===== src/rtl/aes128_pkg.sv =====
// Shared AES-128 definitions: FSM states, round count, S-box table, rcon and byte-order helpers.
package aes128_pkg;

    typedef enum logic [1:0] {StIdle, StRound, StDone} state_e;

    localparam int unsigned NR = 10;

    // FIPS-197 forward S-box, entry 0 in the most significant byte.
    localparam logic [0:255][7:0] SBOX = {
        128'h637c777bf26b6fc53001672bfed7ab76, 128'hca82c97dfa5947f0add4a2af9ca472c0,
        128'hb7fd9326363ff7cc34a5e5f171d83115, 128'h04c723c31896059a071280e2eb27b275,
        128'h09832c1a1b6e5aa0523bd6b329e32f84, 128'h53d100ed20fcb15b6acbbe394a4c58cf,
        128'hd0efaafb434d338545f9027f503c9fa8, 128'h51a3408f929d38f5bcb6da2110fff3d2,
        128'hcd0c13ec5f974417c4a77e3d645d1973, 128'h60814fdc222a908846eeb814de5e0bdb,
        128'he0323a0a4906245cc2d3ac629195e479, 128'he7c8376d8dd54ea96c56f4ea657aae08,
        128'hba78252e1ca6b4c6e8dd741f4bbd8b8a, 128'h703eb5664803f60e613557b986c11d9e,
        128'he1f8981169d98e949b1e87e9ce5528df, 128'h8ca1890dbfe6426841992d0fb054bb16
    };

    // Round constant for rounds 1..10; anything else yields zero.
    function automatic logic [7:0] rcon_lut(input logic [3:0] idx);
        case (idx)
            4'd1:    return 8'h01;
            4'd2:    return 8'h02;
            4'd3:    return 8'h04;
            4'd4:    return 8'h08;
            4'd5:    return 8'h10;
            4'd6:    return 8'h20;
            4'd7:    return 8'h40;
            4'd8:    return 8'h80;
            4'd9:    return 8'h1b;
            4'd10:   return 8'h36;
            default: return 8'h00;
        endcase
    endfunction

    // Byte 0 sits at [127:120]; returns the LSB position of byte idx.
    function automatic int unsigned byte_lsb(input int unsigned idx);
        return 120 - 8 * idx;
    endfunction

    // Multiply by x in GF(2^8) modulo x^8+x^4+x^3+x+1.
    function automatic logic [7:0] xtime(input logic [7:0] a);
        return {a[6:0], 1'b0} ^ (a[7] ? 8'h1b : 8'h00);
    endfunction

endpackage


===== src/rtl/aes128_key_step.sv =====
// One step of the AES-128 key schedule, computed on the fly from the previous round key.
module aes128_key_step (
    input  logic [127:0] rk_in,
    input  logic [7:0]   rcon,
    output logic [127:0] rk_out
);
    logic [31:0] w0, w1, w2, w3, rot, sub, t, n0, n1, n2, n3;

    assign {w0, w1, w2, w3} = rk_in;
    assign rot = {w3[23:0], w3[31:24]};

    for (genvar i = 0; i < 4; i++) begin : g_sub
        aes128_sbox u_sbox (
            .data_i(rot[8*i +: 8]),
            .data_o(sub[8*i +: 8])
        );
    end

    assign t  = sub ^ {rcon, 24'h0};
    assign n0 = w0 ^ t;
    assign n1 = w1 ^ n0;
    assign n2 = w2 ^ n1;
    assign n3 = w3 ^ n2;
    assign rk_out = {n0, n1, n2, n3};

endmodule


===== src/rtl/aes128_mix_columns.sv =====
// MixColumns: each column multiplied by the fixed {02,03,01,01} circulant.
module aes128_mix_columns (
    input  logic [127:0] data_i,
    output logic [127:0] data_o
);
    import aes128_pkg::*;

    for (genvar c = 0; c < 4; c++) begin : g_col
        logic [7:0] a0, a1, a2, a3;
        assign a0 = data_i[byte_lsb(4 * c)     +: 8];
        assign a1 = data_i[byte_lsb(4 * c + 1) +: 8];
        assign a2 = data_i[byte_lsb(4 * c + 2) +: 8];
        assign a3 = data_i[byte_lsb(4 * c + 3) +: 8];
        assign data_o[byte_lsb(4 * c)     +: 8] = xtime(a0) ^ xtime(a1) ^ a1 ^ a2 ^ a3;
        assign data_o[byte_lsb(4 * c + 1) +: 8] = a0 ^ xtime(a1) ^ xtime(a2) ^ a2 ^ a3;
        assign data_o[byte_lsb(4 * c + 2) +: 8] = a0 ^ a1 ^ xtime(a2) ^ xtime(a3) ^ a3;
        assign data_o[byte_lsb(4 * c + 3) +: 8] = xtime(a0) ^ a0 ^ a1 ^ a2 ^ xtime(a3);
    end

endmodule


===== src/rtl/aes128_sbox.sv =====
// Single-byte forward S-box lookup.
module aes128_sbox (
    input  logic [7:0] data_i,
    output logic [7:0] data_o
);
    import aes128_pkg::*;

    assign data_o = SBOX[data_i];

endmodule


===== src/rtl/aes128_shift_rows.sv =====
// ShiftRows: row r rotates left by r columns.
module aes128_shift_rows (
    input  logic [127:0] data_i,
    output logic [127:0] data_o
);
    import aes128_pkg::*;

    for (genvar r = 0; r < 4; r++) begin : g_row
        for (genvar c = 0; c < 4; c++) begin : g_col
            assign data_o[byte_lsb(r + 4 * c) +: 8] =
                data_i[byte_lsb(r + 4 * ((c + r) % 4)) +: 8];
        end
    end

endmodule


===== src/rtl/aes128_sub_bytes.sv =====
// SubBytes: sixteen parallel S-box lookups.
module aes128_sub_bytes (
    input  logic [127:0] data_i,
    output logic [127:0] data_o
);
    for (genvar i = 0; i < 16; i++) begin : g_byte
        aes128_sbox u_sbox (
            .data_i(data_i[8*i +: 8]),
            .data_o(data_o[8*i +: 8])
        );
    end

endmodule


===== src/rtl/aes128_enc_ctrl.sv =====
// Iterative AES-128 encryptor: one round per clock, valid/ready on both sides.
module aes128_enc_ctrl #(
    parameter int unsigned NR = aes128_pkg::NR
) (
    input  logic         clk,
    input  logic         rst_n,
    input  logic         in_valid,
    output logic         in_ready,
    input  logic [127:0] in_pt,
    input  logic [127:0] in_key,
    output logic         out_valid,
    input  logic         out_ready,
    output logic [127:0] out_ct,
    output logic         busy
);
    import aes128_pkg::*;

    state_e       state_q, state_d;
    logic [127:0] st_q, st_d, rk_q, rk_d;
    logic [3:0]   rnd_q, rnd_d;
    logic [127:0] sb_out, sr_out, mc_out, rk_n;
    logic [7:0]   rcon_cur;
    logic         last_rnd;

    assign rcon_cur = rcon_lut(rnd_q);
    assign last_rnd = (rnd_q == 4'(NR));

    aes128_sub_bytes u_sub_bytes (
        .data_i(st_q),
        .data_o(sb_out)
    );

    aes128_shift_rows u_shift_rows (
        .data_i(sb_out),
        .data_o(sr_out)
    );

    aes128_mix_columns u_mix_columns (
        .data_i(sr_out),
        .data_o(mc_out)
    );

    aes128_key_step u_key_step (
        .rk_in (rk_q),
        .rcon  (rcon_cur),
        .rk_out(rk_n)
    );

    // Next-state, datapath mux and state-decoded outputs.
    always_comb begin
        state_d   = state_q;
        st_d      = st_q;
        rk_d      = rk_q;
        rnd_d     = rnd_q;
        in_ready  = 1'b0;
        out_valid = 1'b0;
        busy      = 1'b0;
        out_ct    = '0;
        unique case (state_q)
            StIdle: begin
                in_ready = 1'b1;
                if (in_valid) begin
                    st_d    = in_pt ^ in_key;
                    rk_d    = in_key;
                    rnd_d   = 4'd1;
                    state_d = StRound;
                end
            end
            StRound: begin
                busy  = 1'b1;
                // Final round skips MixColumns.
                st_d  = (last_rnd ? sr_out : mc_out) ^ rk_n;
                rk_d  = rk_n;
                rnd_d = rnd_q + 4'd1;
                if (last_rnd) begin
                    state_d = StDone;
                end
            end
            StDone: begin
                busy      = 1'b1;
                out_valid = 1'b1;
                out_ct    = st_q;
                if (out_ready) begin
                    state_d = StIdle;
                end
            end
            default: state_d = StIdle;
        endcase
    end

    // State, cipher state, round key and round counter registers.
    always_ff @(posedge clk or negedge rst_n) begin
        if (!rst_n) begin
            state_q <= StIdle;
            st_q    <= '0;
            rk_q    <= '0;
            rnd_q   <= '0;
        end else begin
            state_q <= state_d;
            st_q    <= st_d;
            rk_q    <= rk_d;
            rnd_q   <= rnd_d;
        end
    end

endmodule


===== config.mk =====
export PLATFORM = sky130hd
export DESIGN_NAME = aes128_enc_ctrl
export DESIGN_NICKNAME = d
export VERILOG_FILES = /design/src/rtl/aes128_pkg.sv /design/src/rtl/aes128_key_step.sv /design/src/rtl/aes128_mix_columns.sv /design/src/rtl/aes128_sbox.sv /design/src/rtl/aes128_shift_rows.sv /design/src/rtl/aes128_sub_bytes.sv /design/src/rtl/aes128_enc_ctrl.sv
export SDC_FILE = /design/constraint.sdc
export NUM_CORES = 2
export LEC_CHECK = 0
export CORE_UTILIZATION = 30
export CTS_CLUSTER_DIAMETER = 40
export DETAILED_ROUTE_END_ITERATION = 7
export PLACE_DENSITY_LB_ADDON = 0.05
export SLEW_MARGIN = 20
export SYNTH_ARGS = -nofsm -noshare
export SYNTH_HDL_FRONTEND = slang
export SYNTH_SLANG_ARGS = --single-unit

===== constraint.sdc =====
create_clock -name clk -period 4.86 [get_ports clk]
set_clock_uncertainty 0.05 [all_clocks]
set_input_delay 0.486 -clock clk [delete_from_list [all_inputs] [get_ports clk]]
set_output_delay 0.486 -clock clk [all_outputs]
set_load 0.05 [all_outputs]

==> summary.md <==
| Metric | Value |
|---|---|
| Status | `complete, but fails checks` |
| Failing checks | `setup timing` |
| Clock Latency Late Sink | `0.71 ns` |
| Vias | `123905` |
| Final WL | `666000 um` |
| Worst setup path end | `st_q[20]` |
| Largest net degree at the start of global routing | `181` |
| Post-Syn Area | `0.0922 sq mm` |
| Core Area | `0.306 sq mm` |
| Total congestion overflow | `0` |
| Top FF cell, synth | `dfrtp_1` |
| Vias in the first global route | `114605` |
| CTS H-tree depth | `3` |
| Post-synth EDFFs | `0` |
| Clock buffer depth | `3` |
| Setup TNS | `-0.110 ns` |
| Crit path launch type | `register` |
| First DRT Iteration DRCs | `22122` |
| Initial Util | `30.1%` |
| Num ports | `391` |
| Final Max Slew Viols | `0` |
| Final worst path period need | `4.92 ns` |
| Syn avg cell area | `6.89 sq um` |
| Critical Path Fanout Max | `29` |
| IO Port Bufs | `390` |
| Die Span X | `556 um` |
| Synth Register Bits | `262` |
| Max_slew headroom | `14.1%` |
| Initial antenna violation count | `56` |
| Sink Count | `262` |
| Row Count | `203` |
| Slew @ Worst Pin | `1.28 ns` |
| CTS tree | `done` |
| Reg-to-reg setup timing slack | `-0.06 ns` |
| Crit path launch | `st_q[73]` |
| Worst R2R Path Depth | `14` |
| Number of distinct library cells after synthesis | `126` |
| Sequential fraction of the synthesis area | `7.11%` |
| Post-DP HPWL | `508000 um` |
| Total GRT Usage | `40.9%` |
| Crit Path Class | `reg -> reg` |
| Worst R2R Start | `st_q[73]` |
| Num CTS Buffers | `77` |
| Layout cell share with drive strength beyond 1 | `17.8%` |
| Fill cells | `32989` |
| Most frequent cells in the layout | `buf_4, a21oi_1, o21ai_0` |
| Worst-path clk slew | `0.05 ns` |
| Final period util | `101%` |
| WP data required | `5.31 ns` |
| Global-route wire length before repair | `923000 um` |
| Cells after Synth | `13385` |
| Die height | `556 um` |
| Max-Cap Viols | `0` |
| Final setup violation count | `3` |
| Synthesis warning total | `0` |
| Min-Delay Path Class | `in -> async` |
| Die ar. | `0.309 sq mm` |
| Reg2reg end | `st_q[20]` |
| Hold Vio Cnt, Final | `0` |
| Net Count, Synth | `13942` |
| Data arrival, critical path | `5.37 ns` |
| CTS Root Cell | `clkbuf_16` |
| Drt pass-1 iters | `7` |
| CP endpoint kind | `register` |
| Setup ws final | `-0.0633 ns` |
| Layout area overhead | `20.8%` |
| Post-synthesis async set-or-reset flop share | `100%` |
| DRC Markers | `0` |
| Multi-input gate area | `0.0786 sq mm` |
| Nets | `14388` |
| Pre-CTS WS | `-0.429 ns` |
| Final ANT Viol Nets | `0` |
| Register Area | `0.00672 sq mm` |
| Routability cong. | `1.05` |
| Via/cell ratio | `6.87` |
| DR WL/cell | `36.9 um` |
| Most common cell after layout, fill and taps aside | `buf_4` |
| FMAX | `203 MHz` |
[stage by stage]
stage	instance area, sq um	cells	hold WS (ns)	utilization, %
6_report	111000	18030	0.366	36.4
5_1_grt	111000	18010	0.377	36.4
4_1_cts	111000	17988	0.347	36.3
3_5_place_dp	108000	17841	0.449	35.3
3_3_place_gp	108000	17840	0.437	35.3
2_1_floorplan	92200	13385	0.140	-
[flip-flops by register name (all words and copies together) (netlist names)]
| name | count |
|---|---|
| state_q | 2 |
| st_q | 128 |
| rnd_q | 4 |
| rk_q | 128 |
[what timing repair did]
action,CTS,global route
setup buffers,2,8
gates cloned,0,0
gates resized for setup,25,68
endpoints found under the setup margin,24,49
hold buffers,1,0
endpoints found under the hold margin,41,0
pin swaps,1,5
[metal layers]
metal	GRT usage (%)	share of wire, %	vias to the layer above
met5	0	0.038	-
met4	24.8	7.5	38
met3	9.46	11	2078
met2	60.8	42	9657
met1	53.5	40	60564
li1	-	-	51568
[cells in the mapped netlist (210+ instances only)]
master	number	area share, %
a211oi_1	253	2.1
clkbuf_1	945	3.8
nor3_1	462	2.5
xor2_1	307	2.9
nand2_1	960	3.9
o21ai_0	1021	5.5
o22ai_1	242	1.6
mux4_2	210	5.1
nand3_1	481	2.6
nor2_1	979	4.0
buf_2	446	2.4
dfrtp_1	262	7.1
ha_1	296	4.0
a31oi_1	299	2.0
a21oi_1	1056	5.7
o211ai_1	239	1.9
nor2b_1	425	2.9
xnor2_1	473	4.5
nand2b_1	454	3.1
[layout make-up]
| class | count | area share (%) |
|---|---|---|
| antenna | 34 | 0.0764 |
| clock buffer | 105 | 1.99 |
| clock inverter | 39 | 0.483 |
| inverter | 226 | 0.771 |
| multi-input combinational | 11296 | 70.6 |
| sequential | 262 | 6.03 |
| tap | 4100 | 4.61 |
| timing repair buffer | 1968 | 15.5 |
[logic make-up after synthesis]
kind of cell    Yosys count  synth area share, %
fa+ha+maj               297                 4.04
mux                     463                 7.96
simple gates           4592                 25.2
xor+xnor                890                 9.92
buf+inv                1827                 8.31
flops                   262                 7.11
compound gates         5054                 37.5
[worst min-delay path by stage]
stage | end | slack (ns) | from | cells after the start
finish | st_q[42] | 0.37 | rst_n | 2
global route | st_q[42] | 0.38 | rst_n | 2
CTS | st_q[42] | 0.35 | rst_n | 2
detailed placement | rk_q[122] | 0.45 | rk_q[122] | 2
global placement | rk_q[120] | 0.44 | rk_q[120] | 2
floorplan | rk_q[0] | 0.14 | rst_n | 0
[worst max-delay path, cell delays in order (launching register included)]
cell,delay [ns]
dfrtp_1,0.52
buf_8,0.29
ha_2,0.34
and2b_1,0.38
or3_1,0.38
a32oi_1,0.40
o32ai_1,0.20
nor4_2,0.25
buf_4,0.29
xnor2_1,0.19
xnor2_1,0.19
xnor3_1,0.47
xnor2_1,0.22
a211oi_4,0.45
a21oi_1,0.07
Power is not shown: default switching activity piles up to over one toggle a cycle in this logic, so the estimate is an artifact.
